==> src/rtl/random_digit_gen.sv <==
// Dice-roll digit source for the 7-segment decoders: a button press cycles decimal
// digits for a fixed time, then holds a pseudo-random 0-9 result in each field.
module random_digit_gen #(
    parameter int unsigned NUM_DIGITS  = 2,
    parameter int unsigned STEP_CYCLES = 5_000_000,
    parameter int unsigned ROLL_STEPS  = 20,
    parameter logic [15:0] SEED        = 16'hACE1
) (
    input  logic                    clk,
    input  logic                    rst,
    input  logic                    btn_n,
    output logic [4*NUM_DIGITS-1:0] digits_out,
    output logic                    rolling,
    output logic                    valid
);

    localparam int unsigned CW        = (STEP_CYCLES > 1) ? $clog2(STEP_CYCLES) : 1;
    localparam int unsigned SW        = $clog2(ROLL_STEPS + 1);
    localparam logic [15:0] SEED_EFF  = (SEED == 16'h0000) ? 16'h0001 : SEED;
    localparam logic [15:0] POLY      = 16'hB400;
    localparam logic [CW-1:0] CYC_LAST  = CW'(STEP_CYCLES - 1);
    localparam logic [SW-1:0] STEP_LAST = SW'(ROLL_STEPS - 1);

    typedef enum logic [1:0] {
        IDLE,
        ROLL,
        HOLD
    } state_t;

    state_t                  state_q;
    logic                    s1_q, s2_q, s2d_q;
    logic [15:0]             lfsr_q, lfsr_d;
    logic [3:0]              cand_q, cand_d;
    logic [CW-1:0]           cyc_q;
    logic [SW-1:0]           step_q;
    logic [4*NUM_DIGITS-1:0] digits_q, shifted_d;
    logic                    rolling_q, valid_q;
    logic                    press;

    assign press = s2d_q & ~s2_q;

    always_comb begin
        lfsr_d = {1'b0, lfsr_q[15:1]} ^ (lfsr_q[0] ? POLY : 16'h0000);
        // Rejection sampling: nibbles 10-15 are skipped so every digit is equally likely.
        cand_d = (lfsr_q[3:0] <= 4'd9) ? lfsr_q[3:0] : cand_q;
        shifted_d = '0;
        shifted_d[3:0] = cand_q;
        for (int unsigned k = 1; k < NUM_DIGITS; k++) begin
            shifted_d[4*k +: 4] = digits_q[4*(k-1) +: 4];
        end
    end

    always_ff @(posedge clk) begin
        if (rst) begin
            s1_q      <= 1'b1;
            s2_q      <= 1'b1;
            s2d_q     <= 1'b1;
            lfsr_q    <= SEED_EFF;
            cand_q    <= '0;
            state_q   <= IDLE;
            cyc_q     <= '0;
            step_q    <= '0;
            digits_q  <= '0;
            rolling_q <= 1'b0;
            valid_q   <= 1'b0;
        end else begin
            s1_q   <= btn_n;
            s2_q   <= s1_q;
            s2d_q  <= s2_q;
            lfsr_q <= lfsr_d;
            cand_q <= cand_d;
            case (state_q)
                IDLE, HOLD: begin
                    if (press) begin
                        state_q   <= ROLL;
                        rolling_q <= 1'b1;
                        valid_q   <= 1'b0;
                        cyc_q     <= '0;
                        step_q    <= '0;
                    end
                end
                ROLL: begin
                    if (cyc_q == CYC_LAST) begin
                        cyc_q    <= '0;
                        digits_q <= shifted_d;
                        step_q   <= step_q + SW'(1);
                        if (step_q == STEP_LAST) begin
                            state_q   <= HOLD;
                            rolling_q <= 1'b0;
                            valid_q   <= 1'b1;
                        end
                    end else begin
                        cyc_q <= cyc_q + CW'(1);
                    end
                end
                default: begin
                    state_q   <= IDLE;
                    rolling_q <= 1'b0;
                    valid_q   <= 1'b0;
                end
            endcase
        end
    end

    assign digits_out = digits_q;
    assign rolling    = rolling_q;
    assign valid      = valid_q;

endmodule

==> config.mk <==
export PLATFORM = sky130hd
export DESIGN_NAME = random_digit_gen
export DESIGN_NICKNAME = d
export VERILOG_FILES = /design/src/rtl/random_digit_gen.sv
export SDC_FILE = /design/constraint.sdc
export NUM_CORES = 1
export LEC_CHECK = 0
export BUFFER_PORTS_ARGS = -buffer_cell sky130_fd_sc_hd__buf_2
export CORE_ASPECT_RATIO = 0.8
export CORE_MARGIN = 8
export CORE_UTILIZATION = 40
export CTS_CLUSTER_DIAMETER = 60
export CTS_CLUSTER_SIZE = 30
export DETAILED_ROUTE_END_ITERATION = 7
export PLACE_DENSITY = 0.59
export SLEW_MARGIN = 20
export SYNTH_ARGS = -nofsm -noshare
export SYNTH_HDL_FRONTEND = slang
export SYNTH_SLANG_ARGS = --single-unit
==> constraint.sdc <==
create_clock -name clk -period 2.5 [get_ports clk]
set_input_delay 0.5 -clock clk [delete_from_list [all_inputs] [get_ports clk]]
set_output_delay 0.5 -clock clk [all_outputs]
set_load 0.05 [all_outputs]
* Word level (Yosys, flattened, before mapping) *
Cells that the tools add are included.

word-level totals
  output and inout bits = 10
  logic and storage cells = 50
  register bits after elaboration = 63
  input port bits = 3

operators by class
  equality and inequality tests = 7
  bitwise operators = 3
  magnitude comparators = 1
  reduce and logical (&&, ||, !) cells = 7
  multiplexer cells = 19
  add/subtract/negate cells = 2

operator list
  kind                     number
  $mux W23                 2
  $pmux W23 S2             1
  $add A23 B1 Y23 const B  1
  $eq A23 B23 Y1 const B   1
  $mux W16                 1
  $xor A15 B16 Y16         1
  $mux W5                  2
  $pmux W5 S2              1
  $mux W1                  6
  $mux W2                  3
  $ne A2 B2 Y1 const B     3
  $reduce_and A3 Y1        2
  $add A5 B1 Y5 const B    1
  $eq A5 B5 Y1 const B     1
  $le A4 B4 Y1 const B     1
  $pmux W1 S2              2
  $pmux W2 S2              1
  $reduce_and A2 Y1        2
  $eq A2 B1 Y1 const B     1
  $eq A2 B2 Y1 const B     1
  $logic_not A2 Y1         1
  $reduce_bool A2 Y1       1
  $reduce_or A2 Y1         1
  $and A1 B1 Y1            1
  $not A1 Y1               1

* Depth between registers and ports, before layout *
Gate-level depths: netlist of the first run.

  depth after elaboration = 4
  mapped depth = 7
  mapped depth without buffers = 6

* Worst setup path after synthesis of the first run *
Ideal clock, no wire load.

  path type = register to register
  start = register cyc_q[0]
  end = register cyc_q[19]
  buffers on the path = 1
  setup time = 0.122 ns
  required time = 2.378 ns
  period minus slack after synthesis = 1.766 ns
  cell stages (with the launch flop) = 8
  path slack = 0.734 ns
  arrival = 1.644 ns
  cell sequence = dfxtp_1 ha_1 nand2_1 nor4_2 a21oi_2 buf_2 nor4b_1 a311o_1

between the ends
  word-level cells in the longest chain between the ends = 3
  elaborated cells on any way between the ends = 4
  those cells by class = add/sub: 1; eq/ne: 1; mux: 2

ends and longest elaborated chain
  what                                                      line    text
  from (decl)                                               34      logic [CW-1:0] cyc_q;
  from (signal assigned)                                    93      cyc_q <= cyc_q + CW'(1);
  $add A23 B1 Y23 / $eq A23 B23 Y1 (equally long branches)  93, 83
  $mux W23 (*)                                              83      if (cyc_q == CYC_LAST) begin
  $pmux W23 S2 (*)                                          72      case (state_q)

Mark *: on every way between the ends. The rest lies on a longest branch, timed or not.
A chain may end at the register's enable or synchronous reset.

* Worst setup path after layout of the first run *
  start = register cyc_q[0]
  end = register cyc_q[3]

Same word-level chain as after synthesis.

==> key figures, run 1 <==
Clock network
  • Postcts setup bufs: 0
  • Root buffer cell: clkbuf_8
  • TritonCTS clock tree: yes
  • CTS Buffer Depth: 2
  • Clk pin slew, worst setup/hold paths: 0.07 ns
  • Max H-tree Level: 3
  • Resized cells post-CTS: 0
  • CTS buffer count: 9
  • Clock Latency Late Sink: 0.34 ns
  • CTS sink cnt: 62
  • CTS Hold Bufs: 0

Setup path
  • WS Path Type: reg2reg
  • CP startpoint kind: flip-flop
  • CP required: 2.72 ns
  • Reg2Reg Depth: 7
  • CP max FO: 15
  • R2r startpoint: cyc_q[0]$_SDFFE_PP0P_
  • Arrival @ worst endpoint: 2.25 ns
  • Critical path capture point type: flip-flop
  • Worst R2R Setup Slack: 0.47 ns
  • Crit Reg-Reg Endpoint: cyc_q[3]$_SDFFE_PP0P_

Run
  • Max cap viols: 0

Placement
  • Dpl ws: 0.533 ns
  • GP Congestion: 0.875
  • Port bufs: 12
  • DP HPWL: 3640 um
  • Placed cells: 378

Cells and area
  • Layout cells sized above 1: 0.158
  • # diodes: 0
  • P&R area growth vs syn: 13.7%
  • Fin cells: 394
  • Fill cells: 652
  • Final net count: 310

GRT
  • Final global-route overflow total: 0
  • Antenna violations before repair: 0
  • Largest net degree at the start of global routing: 22
  • Gr usage total: 0.126
  • Vias in the first global route: 1,973
  • First-pass GRT wire length: 9470 um

Routing
  • Antenna Nets Post-Route: 0
  • Wire per inst: 13.7 um
  • Drt drc: 0
  • Pre-antenna DRT Iters: 4
  • Routed vias: 2,122
  • WL final: 5410 um
  • Vias/cell: 5.39
  • DRT iter0 DRCs: 141

Die
  • Row cnt: 26
  • Initial Util: 0.413
  • Io pins: 13
  • Die span in x: 107 um
  • Die H: 88.5 um
  • DIE AREA: 9450 um2
  • Core box area: 6380 um2

STA
  • Fin. Hold Viols: 0
  • Final worst-path cycle share: 0.811
  • Final Max Tran Viols: 0
  • PnR worst setup slack: 0.471 ns
  • Min Tclk post-route: 2.03 ns
  • Measured slew at the worst slew-check pin: 0.690 ns
  • RSZ-0062 raised after global routing: no
  • Max Fclk: 493 MHz
  • Clock Skew: 0.00864 ns
  • Relative slew slack: 0.538
  • Setup TNS: 0 ns
  • Final setup viols: 0

Min path
  • Hold WC Path Type: in2reg
  • Hold Path End: s1_q$_SDFF_PP1_
  • Min-Delay Startpoint: btn_n
  • Worst Hold Path Cells: 2

Logic synthesis
  • Synth Register Bits: 62
  • Post-synthesis cell count: 290
  • Synth top area share: 0.472
  • Synth warn: 0
  • Most numerous cell in the Yosys netlist: dfxtp_1
  • Async SR Flop Fraction: 0
  • Post-synthesis net count: 295
  • Largest area contributor in the netlist: dfxtp_1
  • Prevailing post-synth register cell: dfxtp_1
  • Syn Std Cell Area: 2630 um2
  • Most instantiated cells after synthesis: 62 x dfxtp_1, 32 x nor2_1, 25 x nand3_1
  • Distinct cells, synth: 49
  • Sequential share of the synthesized area: 0.472
  • Top area cells in the synthesized netlist: dfxtp_1 47%, nand3_1 4.8%, nor2_1 4.6%, xnor2_1 3.7%, nand2_1 3.3%
  • Mean Syn Cell Area: 9.07 um2
  • Post-synth EDFFs: 0

Status
  • Status: completed

Power
  • PwrDens: 695 nW/um2
  • Maximum VDD drop: 536 uV
  • P_leak: 1.07 nW
  • Tot Pwr: 2.08 mW
-- layout make-up --
cell class | instances | area, um2 | area share
inverters | 5 | 18.8 | 0.00627
multi-input cells | 211 | 1320 | 0.440
repair buffers | 16 | 90.1 | 0.0301
flip-flops and latches | 62 | 1240 | 0.415
clock buffers | 9 | 124 | 0.0414
clock inverters | 7 | 97.6 | 0.0326
well taps | 84 | 105 | 0.0351
-- how the worst max path moves through the flow --
stage | from | end
after floorplan | cyc_q[0]$_SDFFE_PP0P_ | cyc_q[19]$_SDFFE_PP0P_
after global placement | cyc_q[0]$_SDFFE_PP0P_ | cyc_q[20]$_SDFFE_PP0P_
after detailed placement | cyc_q[0]$_SDFFE_PP0P_ | cyc_q[22]$_SDFFE_PP0P_
after CTS | cyc_q[0]$_SDFFE_PP0P_ | cyc_q[19]$_SDFFE_PP0P_
after global routing | cyc_q[1]$_SDFFE_PP0P_ | cyc_q[7]$_SDFFE_PP0P_
final | cyc_q[0]$_SDFFE_PP0P_ | cyc_q[3]$_SDFFE_PP0P_
-- routing by layer --
metal / track usage / vias to the layer above / routed length, um / part of all wire
met3: 0.0466 / 13 / 203 / 0.038
met2: 0.181 / 36 / 2270 / 0.42
met5: 0 / - / 0 / 0
met4: 0.0497 / 0 / 82 / 0.015
li1: - / 1074 / - / -
met1: 0.167 / 999 / 2850 / 0.53
-- report_power, final --
part / switching [mW] / internal [mW]
logic: 0.0549 / 0.0306
clock network: 0.405 / 0.564
registers: 0.0129 / 1.01
total: 0.473 / 1.61
-- state kept, by name (all words and copies together), names as in the netlist, 4 cells and up --
register	cells
cyc_q	23
lfsr_q	16
digits_out	8
cand_q	4
step_q	5
-- cells by family (layout without fill, tap and decap cells) --
group / Yosys count / count (layout) / share of synthesized area
AO/OA/AOI/OAI: 37 / 37 / 0.0994
XOR/XNOR: 15 / 15 / 0.0499
adder cells (fa/ha/maj): 2 / 2 / 0.00951
buffers and inverters: 17 / 37 / 0.0285
flip-flops: 62 / 62 / 0.472
multiplexers: 4 / 4 / 0.0152
AND/OR/NAND/NOR: 153 / 153 / 0.326
-- critical path, cell delays in order, from the launching register on --
cell and delay (ns):
dfxtp_1 0.38, ha_1 0.21, nand2_1 0.16, nor2_1 0.28, nand4_2 0.22, buf_4 0.25
nand2_1 0.31, nor2_1 0.09
-- cells in the final DEF, fill, tap and decap left out, types with 2 or more instances in the layout --
| master | instances |
|---|---|
| o31ai_1 | 2 |
| inv_1 | 5 |
| and4_1 | 6 |
| or2_2 | 9 |
| nor2_1 | 32 |
| nand2b_1 | 3 |
| xnor2_1 | 11 |
| nor4_1 | 3 |
| nor3_1 | 8 |
| nor4b_1 | 6 |
| a21oi_1 | 13 |
| buf_2 | 12 |
| o21a_1 | 2 |
| clkbuf_8 | 9 |
| nor2b_1 | 12 |
| a311o_1 | 5 |
| mux2i_1 | 4 |
| a211oi_1 | 2 |
| xor2_1 | 4 |
| o21ai_0 | 4 |
| nand4b_1 | 2 |
| nand4_1 | 6 |
| bufinv_16 | 2 |
| dfxtp_1 | 62 |
| buf_4 | 4 |
| and3_1 | 5 |
| ha_1 | 2 |
| nand3_1 | 25 |
| clkinvlp_4 | 2 |
| nand2_1 | 23 |
| or4_1 | 2 |
-- through the flow --
step                      utilization  instance area [um2]  hold WS, ns
after floorplan                     -                 2630        0.389
final                           0.469                 2990        0.342
after global routing            0.469                 2990        0.329
after global placement          0.434                 2770        0.396
after detailed placement        0.434                 2770        0.398
after CTS                       0.469                 2990        0.330
Note: power is estimated with default switching activity, not from simulation.
==> run 2, diff against run 1 <==
==> constraint.sdc (replaced) <==
create_clock -name clk -period 2.1 [get_ports clk]
set_input_delay 0.42 -clock clk [delete_from_list [all_inputs] [get_ports clk]]
set_output_delay 0.42 -clock clk [all_outputs]
set_load 0.05 [all_outputs]
==> run 2 against run 1 <==
Net effect:
- total power is 9.7% higher
- combinational power is 24% higher
- clock skew is 0.0028 ns lower
- global-route usage is 0.10 points lower
- critical path type unchanged
- largest power group unchanged
- highest routed layer unchanged
==> key figures, run 2 (synthesis gave the netlist of run 1 again) <==
Clock network
  • Max H-tree Level: 3 (unchanged)
  • Resized cells post-CTS: 0 (unchanged)
  • Clk pin slew, worst setup/hold paths: 0.07 ns (about the same)
  • CTS Hold Bufs: 0 (unchanged)
  • Clock Latency Late Sink: 0.34 ns (about the same)
  • CTS sink cnt: 62 (unchanged)
  • TritonCTS clock tree: yes (unchanged)
  • Postcts setup bufs: 0 (unchanged)
  • CTS buffer count: 9 (unchanged)
  • CTS Buffer Depth: 2 (unchanged)
  • Root buffer cell: clkbuf_8 (unchanged)

Cells and area
  • P&R area growth vs syn: 15.1% (was 13.7%)
  • Fill cells: 643 (was 652)
  • Max FFs per register: 23 (unchanged)
  • # diodes: 0 (unchanged)
  • Most frequent cells in the layout: 62 x dfxtp_1, 31 x nor2_1, 25 x nand3_1 (was 62 x dfxtp_1, 32 x nor2_1, 25 x nand3_1)
  • Final net count: 316 (was 310)
  • Layout cells sized above 1: 0.180 (was 0.158)
  • Final core utilization: 0.475 (was 0.469)
  • Biggest register: cyc_q (unchanged)
  • Commonest non-fill, non-tap cell in the layout: dfxtp_1 (unchanged)

STA
  • Final Max Tran Viols: 0 (unchanged)
  • Setup TNS: 0 ns (unchanged)
  • Final setup viols: 0 (unchanged)
  • Fin. Hold Viols: 0 (unchanged)
  • Min Tclk post-route: 1.96 ns (was 2.03 ns)
  • Clock Skew: 0.00587 ns (was 0.00864 ns)
  • Final worst-path cycle share: 0.931 (was 0.811)
  • Measured slew at the worst slew-check pin: 0.712 ns (was 0.690 ns)
  • Relative slew slack: 0.524 (was 0.538)
  • Max Fclk: 511 MHz (was 493 MHz)

GRT
  • Gr usage total: 0.125 (was 0.126)
  • Vias in the first global route: 1,970 (was 1,973)
  • First-pass GRT wire length: 9290 um (was 9470 um)
  • Largest net degree at the start of global routing: 31 (was 22)
  • Antenna violations before repair: 0 (unchanged)
  • Final global-route overflow total: 0 (unchanged)

Setup path
  • CP required: 2.34 ns (was 2.72 ns)
  • CP startpoint kind: flip-flop (unchanged)
  • WS Path Type: reg2reg (unchanged)
  • Critical path capture point type: flip-flop (unchanged)
  • CP max FO: 5 (was 15)
  • Arrival @ worst endpoint: 2.19 ns (was 2.25 ns)

Routing
  • Routed vias: 2,137 (was 2,122)
  • Pre-antenna DRT Iters: 4 (unchanged)
  • DRT iter0 DRCs: 96 (was 141)
  • Wire per inst: 14.2 um (was 13.7 um)
  • Antenna Nets Post-Route: 0 (unchanged)
  • WL final: 5690 um (was 5410 um)
  • Drt drc: 0 (unchanged)
  • Vias/cell: 5.34 (was 5.39)

Placement
  • Port bufs: 12 (unchanged)
  • DP HPWL: 3870 um (was 3640 um)
  • GP Congestion: 0.854 (was 0.875)

Die
  • Die H: 88.5 um (unchanged)
  • DIE AREA: 9450 um2 (unchanged)
  • Die span in x: 107 um (unchanged)
  • Initial Util: 0.413 (unchanged)
  • Row cnt: 26 (unchanged)
  • Core box area: 6380 um2 (unchanged)
  • Io pins: 13 (unchanged)

Status
  • Status: completed (unchanged)

Power
  • Maximum VDD drop: 463 uV (was 536 uV)
  • P_leak: 1.10 nW (was 1.07 nW)
  • PwrDens: 753 nW/um2 (was 695 nW/um2)

Min path
  • Hold WC Path Type: in2reg (unchanged)

Run
  • Max cap viols: 0 (unchanged)
-- run 2: cell count changes in the layout (fill, tap and decap cells not counted), sizes merged --
cell,before,now
bufinv,2,0
clkinvlp,2,3
buf,16,22
inv,6,7
-- run 2: final timing paths --
path,startpoint,end,slack (ns),cells past startpoint
worst max-delay path,cyc_q[3]$_SDFFE_PP0P_,cyc_q[19]$_SDFFE_PP0P_,0.14,5
worst min-delay path,btn_n,s1_q$_SDFF_PP1_,0.25,2
worst max register to register,cyc_q[3]$_SDFFE_PP0P_,cyc_q[19]$_SDFFE_PP0P_,0.14,5
worst min register to register,lfsr_q[12]$_SDFF_PP0_,lfsr_q[11]$_SDFF_PP1_,0.41,1
-- run 2: per-stage QoR --
stage	power, mW	hold WS (ns)	setup WS [ns]	cells	instance area (um2)
4_1_cts	2.31	0.242	0.106	400	3000
5_1_grt	2.37	0.244	-0.0345	400	3030
2_1_floorplan	1.32	0.389	0.334	290	2630
3_3_place_gp	1.35	0.391	0.190	384	2820
3_5_place_dp	1.35	0.393	0.129	384	2820
6_report	2.28	0.252	0.144	400	3030
-- run 2: final cells by class --
class	instances	area [um2]	area share
multi-input combinational	211	1350	0.445
sequential	62	1240	0.410
timing repair buffer	22	135	0.0446
clock buffer	9	124	0.0409
tap	84	105	0.0347
clock inverter	7	57.6	0.0190
inverter	5	18.8	0.00620
-- run 2: power by group --
part | leakage [nW] | internal (mW) | switching, mW | total, mW
clock network | 0.0824 | 0.439 | 0.516 | 0.954
registers | 0.505 | 1.20 | 0.0158 | 1.22
logic | 0.510 | 0.0391 | 0.0672 | 0.106
total | 1.10 | 1.68 | 0.599 | 2.28
-- run 2: worst max-delay path, cell delays in order (launching register included) --
cell	delay, ns
dfxtp_1	0.41
nand4_1	0.27
nor3_1	0.43
nand3_1	0.19
and4_1	0.24
a311o_1	0.30
-- run 2: metal layers --
metal | GRT usage | share of wire
met5 | 0 | 0
met4 | 0.0548 | 0.017
met3 | 0.0408 | 0.037
met2 | 0.192 | 0.44
met1 | 0.157 | 0.51
